**config.mk**
```make
export PLATFORM = sky130hd
export DESIGN_NAME = uart_boot_loader_flat
export DESIGN_NICKNAME = d
export VERILOG_FILES = /design/src/rtl/uart_boot_loader_if.sv /design/src/rtl/uart_boot_loader.sv /design/src/flat_wrapper.sv
export SDC_FILE = /design/constraint.sdc
export NUM_CORES = 1
export LEC_CHECK = 0
export CORE_MARGIN = 5
export CORE_UTILIZATION = 58
export CTS_BUF_LIST = sky130_fd_sc_hd__clkbuf_8 sky130_fd_sc_hd__clkbuf_16
export DETAILED_ROUTE_END_ITERATION = 10
export PLACE_DENSITY_LB_ADDON = 0.08
export SETUP_SLACK_MARGIN = 0.3
export SLEW_MARGIN = 20
export SYNTH_ARGS = -nofsm -noshare
export SYNTH_HDL_FRONTEND = slang
export SYNTH_SLANG_ARGS = --single-unit
```
**constraint.sdc**
```tcl
create_clock -name clk -period 3.89 [get_ports clk]
set_clock_uncertainty 0.2 [all_clocks]
set_input_delay 0.778 -clock clk [delete_from_list [all_inputs] [get_ports clk]]
set_output_delay 0.778 -clock clk [all_outputs]
set_load 0.03 [all_outputs]
```
**src/rtl/uart_boot_loader_if.sv**
```systemverilog
// Byte stream in from the UART receiver, instruction-memory write port and
// CPU control out. dbg_state mirrors the loader FSM: 0=LEN 1=DATA 2=CSUM 3=DONE.
interface uart_boot_loader_if;
  // rx_valid is a one-cycle strobe with no ready: every byte presented with
  // rx_valid=1 is consumed on that edge; rx_data is ignored while rx_valid=0.
  logic        rx_valid;
  logic [7:0]  rx_data;
  logic        mem_we;
  logic [31:0] mem_addr;
  logic [31:0] mem_wdata;
  logic        cpu_hold;
  logic        load_done;
  logic        load_error;
  logic [1:0]  dbg_state;

  modport master (
    output rx_valid, rx_data,
    input  mem_we, mem_addr, mem_wdata, cpu_hold, load_done, load_error, dbg_state
  );

  modport slave (
    input  rx_valid, rx_data,
    output mem_we, mem_addr, mem_wdata, cpu_hold, load_done, load_error, dbg_state
  );
endinterface

```
**src/rtl/uart_boot_loader.sv**
```systemverilog
// Parses a length/payload/checksum frame from the UART byte stream, writes the
// payload words to instruction memory and releases the CPU on a good checksum.
module uart_boot_loader #(
  parameter logic [31:0] BASE_ADDR      = 32'h0000_0000,
  parameter int unsigned MAX_WORDS      = 4096,
  parameter int unsigned TIMEOUT_CYCLES = 100_000
) (
  input logic              clk,
  input logic              reset,
  uart_boot_loader_if.slave bus
);

  typedef enum logic [1:0] {ST_LEN, ST_DATA, ST_CSUM, ST_DONE} state_e;

  state_e      state_q;
  logic [1:0]  cnt_q;
  logic [23:0] shift_q;
  logic [31:0] len_q;
  logic [31:0] idx_q;
  logic [7:0]  sum_q;
  logic [31:0] idle_q;
  logic        we_q;
  logic [31:0] addr_q;
  logic [31:0] wdata_q;
  logic        hold_q;
  logic        done_q;
  logic        err_q;

  logic [31:0] asm_d;
  logic        timed;
  logic        timeout;
  logic        bad_len;
  logic        bad_sum;
  logic        fail_d;

  // Length and payload share one shift register; the 4th byte completes a word.
  always_comb begin
    asm_d   = {bus.rx_data, shift_q};
    timed   = ((state_q == ST_LEN) && (cnt_q != 2'd0)) ||
              (state_q == ST_DATA) || (state_q == ST_CSUM);
    timeout = !bus.rx_valid && timed && (idle_q == 32'(TIMEOUT_CYCLES - 1));
    bad_len = (state_q == ST_LEN) && (cnt_q == 2'd3) &&
              ((asm_d == 32'd0) || (asm_d > 32'(MAX_WORDS)));
    bad_sum = (state_q == ST_CSUM) && (bus.rx_data != sum_q);
    fail_d  = timeout || (bus.rx_valid && (bad_len || bad_sum));
  end

  always_ff @(posedge clk) begin
    if (reset) begin
      state_q <= ST_LEN;
      cnt_q   <= 2'd0;
      shift_q <= '0;
      len_q   <= '0;
      idx_q   <= '0;
      sum_q   <= '0;
      idle_q  <= '0;
      we_q    <= 1'b0;
      addr_q  <= BASE_ADDR;
      wdata_q <= '0;
      hold_q  <= 1'b1;
      done_q  <= 1'b0;
      err_q   <= 1'b0;
    end else begin
      we_q <= 1'b0;
      if (bus.rx_valid || !timed || fail_d) idle_q <= '0;
      else                                  idle_q <= idle_q + 32'd1;

      // Errors restart framing but leave memory and cpu_hold untouched.
      if (fail_d) begin
        err_q   <= 1'b1;
        state_q <= ST_LEN;
        cnt_q   <= 2'd0;
        idx_q   <= '0;
        sum_q   <= '0;
      end else if (bus.rx_valid) begin
        case (state_q)
          ST_LEN: begin
            shift_q <= {bus.rx_data, shift_q[23:8]};
            cnt_q   <= cnt_q + 2'd1;
            if (cnt_q == 2'd3) begin
              len_q   <= asm_d;
              idx_q   <= '0;
              sum_q   <= '0;
              state_q <= ST_DATA;
            end
          end
          ST_DATA: begin
            shift_q <= {bus.rx_data, shift_q[23:8]};
            cnt_q   <= cnt_q + 2'd1;
            sum_q   <= sum_q + bus.rx_data;
            if (cnt_q == 2'd3) begin
              we_q    <= 1'b1;
              addr_q  <= BASE_ADDR + {idx_q[29:0], 2'b00};
              wdata_q <= asm_d;
              idx_q   <= idx_q + 32'd1;
              if (idx_q + 32'd1 == len_q) state_q <= ST_CSUM;
            end
          end
          ST_CSUM: begin
            state_q <= ST_DONE;
            done_q  <= 1'b1;
            hold_q  <= 1'b0;
            err_q   <= 1'b0;
          end
          ST_DONE: ;
        endcase
      end
    end
  end

  assign bus.mem_we     = we_q;
  assign bus.mem_addr   = addr_q;
  assign bus.mem_wdata  = wdata_q;
  assign bus.cpu_hold   = hold_q;
  assign bus.load_done  = done_q;
  assign bus.load_error = err_q;
  assign bus.dbg_state  = state_q;

endmodule

```
**src/flat_wrapper.sv**
```systemverilog
// flat-port wrapper written by rule: the top's interface ports become plain ports
module uart_boot_loader_flat 
#(
  parameter logic [31:0] BASE_ADDR      = 32'h0000_0000,
  parameter int unsigned MAX_WORDS      = 4096,
  parameter int unsigned TIMEOUT_CYCLES = 100_000
)
  (clk, reset, bus_rx_valid, bus_rx_data, bus_mem_we, bus_mem_addr, bus_mem_wdata, bus_cpu_hold, bus_load_done, bus_load_error, bus_dbg_state);
  uart_boot_loader_if bus_i ();
  input logic clk;
  input logic reset;
  input wire logic [$bits(bus_i.rx_valid)-1:0] bus_rx_valid;
  input wire logic [$bits(bus_i.rx_data)-1:0] bus_rx_data;
  output wire logic [$bits(bus_i.mem_we)-1:0] bus_mem_we;
  output wire logic [$bits(bus_i.mem_addr)-1:0] bus_mem_addr;
  output wire logic [$bits(bus_i.mem_wdata)-1:0] bus_mem_wdata;
  output wire logic [$bits(bus_i.cpu_hold)-1:0] bus_cpu_hold;
  output wire logic [$bits(bus_i.load_done)-1:0] bus_load_done;
  output wire logic [$bits(bus_i.load_error)-1:0] bus_load_error;
  output wire logic [$bits(bus_i.dbg_state)-1:0] bus_dbg_state;
  assign bus_i.rx_valid = bus_rx_valid;
  assign bus_i.rx_data = bus_rx_data;
  assign bus_mem_we = bus_i.mem_we;
  assign bus_mem_addr = bus_i.mem_addr;
  assign bus_mem_wdata = bus_i.mem_wdata;
  assign bus_cpu_hold = bus_i.cpu_hold;
  assign bus_load_done = bus_i.load_done;
  assign bus_load_error = bus_i.load_error;
  assign bus_dbg_state = bus_i.dbg_state;
  uart_boot_loader #(.BASE_ADDR(BASE_ADDR), .MAX_WORDS(MAX_WORDS), .TIMEOUT_CYCLES(TIMEOUT_CYCLES)) u_core (.clk(clk), .reset(reset), .bus(bus_i));
endmodule
```
## Word-level counts from Yosys, hierarchy flattened

Index checks and enable logic that the tools add are counted.

- Output and inout port bits: 70
- Flip-flop bits (word level): 198

- Reductions and logical operators: 36
- Magnitude comparators: 1
- Bitwise operators: 3
- Add/sub/neg operators: 4
- Multiplexer cells: 13
- Equal/unequal tests: 9

Operator list:

| cell | number |
|---|---|
| $add 32x1->32 const B | 2 |
| $mux 32 | 2 |
| $pmux 32 s2 | 1 |
| $eq 32x17->1 const B | 1 |
| $eq 32x32->1 | 1 |
| $gt 32x13->1 const B | 1 |
| $logic_not 32->1 | 1 |
| $pmux 8 s2 | 1 |
| $reduce_and 4->1 | 3 |
| $reduce_and 3->1 | 3 |
| $add 8x8->8 | 1 |
| $mux 8 | 1 |
| $ne 8x8->1 | 1 |
| $reduce_bool 2->1 | 4 |
| $logic_and 1x1->1 | 7 |
| $logic_or 1x1->1 | 7 |
| $mux 2 | 3 |
| $ne 2x2->1 const B | 3 |
| $pmux 2 s3 | 1 |
| $reduce_or 2->1 | 3 |
| $reduce_and 5->1 | 1 |
| $eq 2x2->1 const B | 2 |
| $mux 1 | 4 |
| $reduce_and 2->1 | 2 |
| other kinds (7) | 10 |

## Longest topological paths before layout

- Word-level depth: 9
- Depth in mapped cells: 11
- Mapped depth without buffers: 10

## Worst setup path after synthesis

OpenSTA, ideal clock, no wires.

- Kind: input port to flip-flop
- Start: input bus_rx_data[4]
- End: register u_core.idx_q[12]
- Path slack: 0.659 ns
- Stages on the path: 11
- Arrival time: 2.957 ns
- Cells stage by stage: ha_1 > nor4_1 > nand2_1 > o41ai_1 > o21a_1 > buf_2 > nand3_1 > inv_1 > clkbuf_1 > o21ai_0 > a31oi_1

- Longest elaborated chain between the ends: 7

RTL lines:

| what | line | text |
|---|---|---|
| start: declaration | flat_wrapper.sv:13 | `input wire logic [$bits(bus_i.rx_data)-1:0] bus_rx_data;` |
| $gt 32x13->1 or $logic_not 32->1 (tied branches) | uart_boot_loader.sv:43 | `((asm_d == 32'd0) \|\| (asm_d > 32'(MAX_WORDS)));` |
| $logic_or 1x1->1 | uart_boot_loader.sv:43 |  |
| $logic_and 1x1->1 | uart_boot_loader.sv:42 | `bad_len = (state_q == ST_LEN) && (cnt_q == 2'd3) &&` |
| $logic_or 1x1->1 * | uart_boot_loader.sv:45 | `fail_d = timeout \|\| (bus.rx_valid && (bad_len \|\| bad_sum));` |
| $logic_and 1x1->1 * | uart_boot_loader.sv:45 |  |
| $logic_or 1x1->1 * | uart_boot_loader.sv:45 |  |
| $reduce_or 2->1 (no source line) * | - |  |
| end signal: assignment | uart_boot_loader.sv:95 | `idx_q <= idx_q + 32'd1;` |
| end: declaration | uart_boot_loader.sv:19 | `logic [31:0] idx_q;` |

Mark *: on every way between the ends. The rest lies on a longest branch, timed or not.
A chain may end at the register's enable or synchronous reset.

## Worst setup path in the final report

- Start: register u_core.idx_q[5]
- End: register u_core.state_q[0] (netlist: u_core.bus.dbg_state[0])

- Longest elaborated chain between the ends: 4

RTL lines:

| what | line | text |
|---|---|---|
| $add 32x1->32 | uart_boot_loader.sv:96 | `if (idx_q + 32'd1 == len_q) state_q <= ST_CSUM;` |
| $eq 32x32->1 | uart_boot_loader.sv:96 |  |
| $ne 2x2->1 (no source line) | - |  |
| $reduce_and 5->1 (no source line) | - |  |
| end signal: assignment | uart_boot_loader.sv:84 | `state_q <= ST_DATA;` |
| end signal: assignment | uart_boot_loader.sv:96 |  |
| end signal: assignment | uart_boot_loader.sv:100 | `state_q <= ST_DONE;` |
| end: declaration | uart_boot_loader.sv:15 | `state_e state_q;` |

Every way passes these cells.

==> summary.md <==
| Metric | Value |
|---|---|
| Die height | `approximately 130 um` |
| Die Footprint | `about 0.018 mm2` |
| Final hold violation count | `0` |
| Post-synth top area cell | `dfxtp_1` |
| Antenna diodes | `0` |
| Die width | `between 100 and 150 um` |
| Initial antenna violation count | `0` |
| Flop2flop setup slack | `roughly 0.44 ns` |
| Vias in the first global route | `between 6000 and 7000` |
| Main flop type after synthesis | `dfxtp_1` |
| CTS tree | `done` |
| Worst-path clk slew | `approximately 0.07 ns` |
| WHS | `between 0.2 and 0.3 ns` |
| Final min period | `3.45 ns` |
| Aggregate routed wire length | `between 20000 and 25000 um` |
| Yosys reg bits | `198` |
| Commonest non-fill, non-tap cell in the layout | `dfxtp_1` |
| Nets | `between 1000 and 1500` |
| Fin. max-slew vios | `0` |
| Clk Latency, worst-skew pair | `around 0.44 ns` |
| Synth area leaders | `dfxtp_1, mux2i_1, nor2_1` |
| Gpl congestion | `0.861` |
| Post-synth EDFFs | `0` |
| Clock Path Buffers | `2` |
| H-tree depth | `4` |
| Vias per cell | `about 5.7` |
| Synth warn | `0` |
| HP Start | `u_core.sum_q[2]$_SDFFE_PP0P_` |
| Power Dens Cells | `374 mW/mm2` |
| Worst-case vdd ir drop | `~0.28 mV` |
| P&R area growth vs syn | `17.6%` |
| DP HPWL | `between 10000 and 15000 um` |
| # rows | `45` |
| IO Pins | `81` |
| Drt drc | `0` |
| Hold Crit Endpoint | `u_core.sum_q[2]$_SDFFE_PP0P_` |
| Most frequent cells in the layout | `dfxtp_1, nor2_1, mux2i_1` |
| Worst setup path class | `reg -> reg` |
| Fmax | `about 290 MHz` |
| Hold Crit Depth | `2` |
| Routed wire length per instance | `between 15 and 20 um` |
| Tightest Hold Check Type | `reg -> reg` |
| Asr flop ratio synth | `0` |
| Post-synthesis cell type count | `66` |
| Filler cells | `around 1200` |
| Pleak | `around 4.5 nW` |
| DR pass1 iterations | `5` |
| CP arrival | `roughly 3.6 ns` |
| First-pass GRT wire length | `~33000 um` |
| Reg-to-Reg End | `u_core.bus.dbg_state[0]$_SDFFE_PP0P_` |
| Relative slew slack | `0.391` |
| Outcome | `completed` |
| Number of max-cap violations | `0` |
| Top cell type's share of synthesized area | `0.442` |
| CTS Buf Count | `17` |
| Period utilization | `0.888` |
| Post-synthesis cell area | `around 0.009 mm2` |
| Starting Density | `0.590` |
| Core footprint | `around 0.015 mm2` |
| R2R cell count | `8` |
| I/O Buffers | `a little under 80` |
| Worst-path fanout max | `12` |
| Worst Setup End Kind | `flop` |
| Synthesized instance count | `just under 1000` |
| Worst endpoint required time | `~4 ns` |
| GRT Total Usage | `0.224` |
| Clock Sinks | `slightly below 200` |
| Setup violations, final | `0` |
| Sequential share of the synthesized area | `0.442` |
| Routed Antenna Nets | `0` |
| Syn_area_per_cell | `9.06 um2` |
| Total number of vias | `a little over 7000` |
| Layout cells sized above 1 | `0.0704` |
| DR iter-0 viols | `approximately 500` |
| Slew at the pin closest to its max-slew limit | `between 0.9 and 1 ns` |
| Setup TNS | `0 ns` |
| RSZ-0062 raised after global routing | `yes` |
| Crit Reg-Reg Startpoint | `u_core.idx_q[5]$_SDFFE_PP0P_` |
| Setup crit start kind | `flop` |
| Largest net degree at the start of global routing | `a little over 90` |
| Root Buffer | `clkbuf_16` |
| Grt total ovfl | `0` |
layer usage:
metal,vias up,track usage,wire (um)
li1,3581,-,-
met3,29,0.0379,1030
met1,3370,0.322,9640
met4,0,0.0730,310
met5,-,0,0
met2,180,0.346,9160
flip-flops by register name (all words and copies together), names as in the netlist, 2 cells and up:
register	count
u_core.idle_q	32
u_core.idx_q	32
u_core.bus.dbg_state	2
u_core.shift_q	24
u_core.sum_q	8
u_core.cnt_q	2
u_core.len_q	32
u_core.bus.mem_addr	30
u_core.bus.mem_wdata	32
timing repair:
| item | 4_1_cts | 5_1_grt |
|---|---|---|
| endpoints found under the setup margin | 0 | 55 |
| setup buffers | 0 | 0 |
| gates resized for setup | 0 | 3 |
| hold buffers | 0 | 0 |
| hold endpoints to repair | 0 | 0 |
cell type report:
cell class | instances | area (um2) | area share
multi-input cells | 718 | 4710 | 0.447
flip-flops and latches | 198 | 3960 | 0.376
repair buffers | 102 | 996 | 0.0944
clock buffers | 18 | 439 | 0.0416
well taps | 188 | 235 | 0.0223
clock inverters | 14 | 150 | 0.0142
inverters | 15 | 56.3 | 0.00533
worst max-delay path, cell delays in order (launching register included):
cell and delay [ns]:
dfxtp_1 0.62, nand4_2 0.33, nor4_4 0.41, and2_4 0.24
nand3_2 0.10, or4_4 0.55, a2111oi_2 0.37, a2bb2oi_1 0.18
mux2_4 0.33
how the worst max path moves through the flow:
stage | endpoint | cells after the start | startpoint | slack (ns)
final | u_core.bus.dbg_state[0]$_SDFFE_PP0P_ | 8 | u_core.idx_q[5]$_SDFFE_PP0P_ | 0.44
after global routing | u_core.bus.dbg_state[0]$_SDFFE_PP0P_ | 9 | u_core.idx_q[1]$_SDFFE_PP0P_ | 0.22
after floorplan | u_core.idx_q[12]$_SDFFE_PP0P_ | 11 | bus_rx_data[4] | 0.66
after global placement | u_core.idx_q[17]$_SDFFE_PP0P_ | 10 | bus_rx_data[2] | 0.11
after detailed placement | u_core.idx_q[19]$_SDFFE_PP0P_ | 11 | bus_rx_data[4] | 0.02
after CTS | u_core.bus.dbg_state[0]$_SDFFE_PP0P_ | 10 | u_core.idx_q[1]$_SDFFE_PP0P_ | 0.38
report_power, final:
part,switching (W),internal [W],leakage [nW]
Sequential,0.0000171,0.00204,1.60
Clock,0.000778,0.000970,0.283
Combinational,0.0000894,0.0000538,2.65
Total,0.000885,0.00306,4.53
kinds of logic (layout without fill, tap and decap cells):
kind of cell	Yosys count	in the layout	share of synthesized area
buffers and inverters	76	149	0.0350
flip-flops	198	198	0.442
AND/OR/NAND/NOR	390	390	0.214
AO/OA/AOI/OAI	128	128	0.0916
adder cells (fa/ha/maj)	16	16	0.0231
multiplexers	99	99	0.111
other	1	2	0.000418
XOR/XNOR	83	83	0.0825
cells in the mapped netlist (4+ instances only):
library cell,number
nand2_1,59
nand3_1,29
buf_2,8
a31oi_1,13
or4_1,4
xor2_1,35
nor4_1,15
o21a_1,4
and3_1,31
nor3_1,11
nor4b_1,4
buf_1,6
o31ai_1,11
mux2i_1,97
and2_1,7
a211oi_1,4
a21o_1,5
dfxtp_1,198
clkbuf_1,42
ha_1,15
buf_4,5
xnor2_1,47
a22oi_1,4
nor2_1,175
and4_1,8
inv_1,15
o21ai_0,35
a21oi_1,29
nand4_1,21
per-stage QoR:
step	instances	util	total power, W	setup WS, ns	cell area (um2)
after floorplan	992	-	0.00219	0.659	8980
final	1253	0.694	0.00395	0.437	10600
after CTS	1253	0.693	0.00398	0.380	10500
after detailed placement	1221	0.655	0.00225	0.0248	9950
after global placement	1221	0.655	0.00224	0.113	9950
after global routing	1253	0.694	0.00408	0.217	10600
Note: power is estimated with default switching activity, not from simulation.
